<file path="src/rtl/obs_render_multi.sv">
// Multi-slot obstacle renderer: frame-latched slot positions, fixed-priority hit select,
// sprite ROM addressing with two-phase animation, 2-clock pixel latency.
module obs_render_multi #(
  parameter int unsigned CONV        = 1,
  parameter int unsigned N_OBS       = 3,
  parameter int unsigned SPR_W       = 8,
  parameter int unsigned SPR_H       = 8,
  parameter int unsigned Y_TOP       = 100,
  parameter int unsigned TYPE_BITS   = 1,
  parameter int unsigned ANIM_FRAMES = 8,
  localparam int unsigned XB = $clog2(SPR_W),
  localparam int unsigned YB = $clog2(SPR_H),
  localparam int unsigned AW = TYPE_BITS + 1 + YB + XB,
  localparam int unsigned IW = (N_OBS > 1) ? $clog2(N_OBS) : 1
) (
  input  logic                       clk,
  input  logic                       rst,
  input  logic [9:0]                 i_hpos,
  input  logic [9:0]                 i_vpos,
  input  logic [10*N_OBS-1:0]        i_xpos,
  input  logic [N_OBS-1:0]           i_valid,
  input  logic [TYPE_BITS*N_OBS-1:0] i_type,
  output logic [AW-1:0]              o_rom_addr,
  input  logic                       i_sprite_color,
  output logic                       o_color_obs,
  output logic [IW-1:0]              o_obs_id
);

  localparam int unsigned FW = (ANIM_FRAMES > 1) ? $clog2(ANIM_FRAMES) : 1;

  logic                 fs;
  logic [9:0]           sx;
  logic [9:0]           sy;
  logic [10:0]          y_diff;
  logic                 y_in;
  logic [9:0]           xpos_q [N_OBS];
  logic [TYPE_BITS-1:0] type_q [N_OBS];
  logic [N_OBS-1:0]     valid_q;
  logic [FW-1:0]        frame_cnt;
  logic                 anim;
  logic [10:0]          x_diff [N_OBS];
  logic [N_OBS-1:0]     hit;
  logic                 any_hit;
  logic [IW-1:0]        win;
  logic [XB-1:0]        win_x;
  logic [TYPE_BITS-1:0] win_type;
  logic                 hit_q;
  logic [IW-1:0]        id_q;

  assign fs = (i_hpos == 10'd0) && (i_vpos == 10'd0);
  assign sx = i_hpos >> CONV;
  assign sy = i_vpos >> CONV;

  // Subtract with an extra borrow bit so a coordinate left of / above the sprite never wraps
  // around into a hit.
  assign y_diff = {1'b0, sy} - 11'(Y_TOP);
  assign y_in   = !y_diff[10] && (y_diff[9:0] < 10'(SPR_H));

  always_comb begin
    for (int k = 0; k < int'(N_OBS); k++) begin
      x_diff[k] = {1'b0, sx} - {1'b0, xpos_q[k]};
      hit[k]    = valid_q[k] && y_in && !x_diff[k][10] && (x_diff[k][9:0] < 10'(SPR_W));
    end
  end

  // Descending scan so the lowest-index hitting slot is the one left standing.
  always_comb begin
    any_hit  = 1'b0;
    win      = '0;
    win_x    = '0;
    win_type = '0;
    for (int k = int'(N_OBS) - 1; k >= 0; k--) begin
      if (hit[k]) begin
        any_hit  = 1'b1;
        win      = IW'(k);
        win_x    = x_diff[k][XB-1:0];
        win_type = type_q[k];
      end
    end
  end

  always_ff @(posedge clk) begin
    if (rst) begin
      valid_q   <= '0;
      frame_cnt <= '0;
      anim      <= 1'b0;
      for (int k = 0; k < int'(N_OBS); k++) begin
        xpos_q[k] <= '0;
        type_q[k] <= '0;
      end
    end else if (fs) begin
      valid_q <= i_valid;
      for (int k = 0; k < int'(N_OBS); k++) begin
        xpos_q[k] <= i_xpos[10*k +: 10];
        type_q[k] <= i_type[TYPE_BITS*k +: TYPE_BITS];
      end
      if (frame_cnt == FW'(ANIM_FRAMES - 1)) begin
        frame_cnt <= '0;
        anim      <= ~anim;
      end else begin
        frame_cnt <= frame_cnt + 1'b1;
      end
    end
  end

  // ROM address holds on misses; only hit_q gates the colour.
  always_ff @(posedge clk) begin
    if (rst) begin
      o_rom_addr  <= '0;
      hit_q       <= 1'b0;
      id_q        <= '0;
      o_color_obs <= 1'b0;
      o_obs_id    <= '0;
    end else begin
      hit_q <= any_hit;
      if (any_hit) begin
        o_rom_addr <= {win_type, anim, y_diff[YB-1:0], win_x};
        id_q       <= win;
      end
      o_color_obs <= hit_q & i_sprite_color;
      o_obs_id    <= id_q;
    end
  end

endmodule

</file>
<file path="config.mk">
export PLATFORM = sky130hd
export DESIGN_NAME = obs_render_multi
export DESIGN_NICKNAME = d
export VERILOG_FILES = /design/src/rtl/obs_render_multi.sv
export SDC_FILE = /design/constraint.sdc
export NUM_CORES = 1
export LEC_CHECK = 0
export BUFFER_PORTS_ARGS = -buffer_cell sky130_fd_sc_hd__buf_2
export CAP_MARGIN = 5
export CORE_ASPECT_RATIO = 0.7
export CORE_UTILIZATION = 50
export CTS_CLUSTER_DIAMETER = 120
export DETAILED_ROUTE_END_ITERATION = 10
export PLACE_DENSITY = 0.73
export SLEW_MARGIN = 20
export SYNTH_ARGS = -nofsm -noshare
export SYNTH_HDL_FRONTEND = slang
export SYNTH_SLANG_ARGS = --single-unit
export TNS_END_PERCENT = 50
</file>
<file path="constraint.sdc">
create_clock -name clk -period 3.4 [get_ports clk]
set_input_delay 0.34 -clock clk [delete_from_list [all_inputs] [get_ports clk]]
set_output_delay 0.34 -clock clk [all_outputs]
set_load 0.01 [all_outputs]
</file>
==> summary by stage <==
Yosys
By instance count, the leading cell after synthesis is sky130_fd_sc_hd__inv_1. The main flop type after synthesis is sky130_fd_sc_hd__edfxtp_1. The dominant cell type by area after synthesis is sky130_fd_sc_hd__edfxtp_1. The share of the Yosys chip area taken by registers is 39.0%. After synthesis, the share of flip-flops with an asynchronous set or reset is 0%.

In this run, synthesis inferred 33 flip-flops with an integrated enable. Of the post-synthesis cell area, the dominant cell type holds between 20% and 30%. The number of distinct standard cells referenced by the synthesized netlist is 54.

Counting flops and latches in the post-synthesis netlist gives between 50 and 60. Synthesis produced a netlist with a net count of between 400 and 500. After synthesis, the mean cell area works out to about 9.6 sq um. Yosys attributes the largest share of cell area to sky130_fd_sc_hd__edfxtp_1 27%, sky130_fd_sc_hd__dfxtp_1 12%, sky130_fd_sc_hd__ha_1 10%. The synthesized cell area is 3620 sq um. By count the netlist is led by 41 x sky130_fd_sc_hd__inv_1, 36 x sky130_fd_sc_hd__and3_1, 35 x sky130_fd_sc_hd__nor2_1, 33 x sky130_fd_sc_hd__edfxtp_1, 30 x sky130_fd_sc_hd__ha_1. The number of synthesis warnings is 0.

In the synthesized netlist, the number of instances is 378.

Critical path
The top fanout value on the critical path is 6. Setup slack on the worst reg-to-reg path comes out at approximately 0.28 ns. The logic depth of the worst register-to-register path is 10. For this run, the slowest stage of the critical path takes 0.45 ns. The startpoint type of the worst setup path is a flop. In this run the critical register-to-register path is captured at o_rom_addr[7]. The end of the critical path is o_rom_addr[7].

The critical path starts at xpos_q[0][10]. The source of the worst register-to-register timing path is xpos_q[0][10]. The endpoint required time on the critical path is ~3.7 ns. The worst setup path is captured at a flop. The data arrival time at the worst-slack endpoint is between 3 and 4 ns. Among all stages on the critical path, the largest delay is contributed by sky130_fd_sc_hd__a221oi_1.

Walking the worst path, the cells encountered are ha_1 > inv_1 > fa_1 > a21o_1 > a221oi_1 > xnor2_1 > o21ai_1 > or3_1 > a311o_1 > a21oi_1. The setup path with the least slack is of type reg -> reg.

STA
The final-report hold violation count was 0. The transition time at the pin with the least slew margin is 1.02 ns. In the final timing run, aggregate negative setup slack is 0 ns.

On the final layout, the worst clock skew is around 0.0069 ns. Setup violations remaining at the end of the flow were counted as 0. Setup repair after global routing left no endpoint under its margin.

The number of pins with negative max-slew slack in the final report is 0. Dividing the final minimum period by the clock period gives between 90% and 100%. Static timing analysis puts the maximum clock frequency at about 320 MHz. The worst pin sits at a relative slew slack of around 32%. The time the worst path needs with I/O delays and setup is between 3 and 4 ns.

Layout
In the final layout, the share of cells above drive strength 1 is a little over a fifth. The area added between synthesis and finish is 15.5%. Across the whole layout, storage elements account for roughly 1400 sq um. The net count reported at finish is around 540. The area used by multi-input combinational logic is approximately 2000 sq um.

After filler insertion, the fill cell instance count of the layout stands at between 600 and 700. The number of standard cells in the final layout excluding fillers is about 540. The number of antenna diodes in the final layout is 0.

Clock network
TritonCTS built the clock tree. No sink is reached through more buffers than the 2 on the longest clock path. The number of buffers added to fix hold violations after cts is 0.

The later-pin clock latency in the skew report is ~0.33 ns. CTS built an H-tree with a depth of 2. The number of setup buffers added after CTS is 0. The tree built by TritonCTS fans out to 54 sinks. The post-cts resize count is 0. TritonCTS created 5 clock buffers.

After clock tree synthesis, the clock-pin slew on the worst setup and hold paths is approximately 0.11 ns. The clock tree root buffer cell is sky130_fd_sc_hd__clkbuf_8.

Routing
The number of nets with antenna violations after detailed routing is 0. After the first detailed-routing iteration, the DRC count stood at around 260. The final wirelength is a little over 9000 um. The pre-antenna-repair detailed-routing pass consisted of 5 iterations. Dividing the detail-routed via count by the number of cells gives around 5.8. The final routed DRC violation total is 0. The via count is approximately 3100.

After detailed routing, the average wire length per cell comes to around 17 um.

Floorplan
The width of the chip is just over 100 um. The die covers ~7600 sq um. For this design the top-level I/O count stands at 70. The vertical die dimension is roughly 73 um. The core outline area is 6880 sq um. The starting density of the core is 52.7%.

The floorplan has 25 rows.

Global route
The first-pass GRT wire length is approximately 15000 um. Global routing consumed, over all layers together, 25.1% of the routing resources. Entering global routing, the biggest net connects just over 40 pins. For this run the aggregate overflow at the end of global routing stands at 0.

The number of global-route vias before repair is roughly 2800. The initial antenna violation count is 0.

Pwr
The leakage power figure is about 2 nW. The total power per unit cell area is roughly 340 nW/um^2. The worst ir drop on vdd is ~0.16 mV. The design draws around 0.0014 W.

Outcome
The flow ran to the end, and the final reports show no timing, DRC or antenna violations.

Min path
The class of the tightest hold or removal check is in -> reg.

Placement
The total placed cells including tap cells is 536. The placed wire-length estimate after detailed placement is around 6700 um. Buffers placed on the I/O ports in this run total a little under 70.

The routability-driven placement congestion ratio is approximately 0.87.

Flow run
The count of max-cap constraint violations is 0.
power breakdown:
part / leakage [nW] / internal, W / switching [W]
logic: 1.42 / 0.000127 / 0.000187
clock network: 0.0521 / 0.000169 / 0.000232
registers: 0.482 / 0.000712 / 0.00000603
metal layers:
layer | wire (um) | track usage [%]
met1 | 4360 | 36.5
met2 | 3970 | 39.4
met3 | 647 | 5.18
met4 | 70 | 3.81
met5 | 0 | 0
cell families after synthesis:
group | Yosys count | synth area share, %
fa+ha+maj | 33 | 12.0
xor+xnor | 6 | 1.45
mux | 15 | 4.21
buf+inv | 52 | 5.59
compound gates | 76 | 14.5
flops | 54 | 39.0
simple gates | 142 | 23.2
flip-flops by register name, indices dropped and copies added (netlist names):
register	cells
anim	1
frame_cnt	3
hit_q	1
id_q	2
o_color_obs	1
o_obs_id	2
o_rom_addr	8
type_q	3
valid_q	3
xpos_q	30
worst min path at each step:
stage / start / end / slack, ns / depth (start not counted)
finish: i_sprite_color / o_color_obs / 0.23 / 2
global route: i_sprite_color / o_color_obs / 0.21 / 2
CTS: i_sprite_color / o_color_obs / 0.22 / 2
detailed placement: hit_q / o_color_obs / 0.45 / 1
global placement: hit_q / o_color_obs / 0.44 / 1
floorplan: rst / hit_q / 0.41 / 1
worst max-delay path: cells and delay by family (launching register included):
family | cells | cell delay (ns)
AO/OA/AOI/OAI | 5 | 1.41
AND/OR/NAND/NOR | 1 | 0.44
adder cells (fa/ha/maj) | 2 | 0.57
flip-flops | 1 | 0.37
XOR/XNOR | 1 | 0.20
buffers and inverters | 1 | 0.05
placed cells by master, fill, tap and decap left out, drive strengths merged, types with 6 or more instances in the layout:
master	count
a21oi	22
and3	36
buf	75
clkbuf	6
dfxtp	21
edfxtp	33
ha	30
inv	43
mux2i	13
nand2	10
nand2b	9
nor2	35
nor2b	7
nor4	10
o21ai	11
layout make-up:
class                      instances  share of cell area, %
multi-input combinational        272                   48.1
timing repair buffer              75                   9.32
inverter                          41                   3.68
clock inverter                     2                  0.359
clock buffer                       6                   1.97
tap                               94                   2.81
sequential                        54                   33.7
metrics by stage:
stage | hold slack (ns) | util [%] | area, sq um | worst slack [ns]
global placement | 0.441 | 59.4 | 4090 | 0.133
global route | 0.211 | 60.8 | 4190 | 0.0468
detailed placement | 0.454 | 59.4 | 4090 | 0.0855
finish | 0.230 | 60.8 | 4190 | 0.281
floorplan | 0.409 | - | 3620 | 0.437
CTS | 0.225 | 60.8 | 4190 | 0.294
Note: power is estimated with default switching activity, not from simulation.
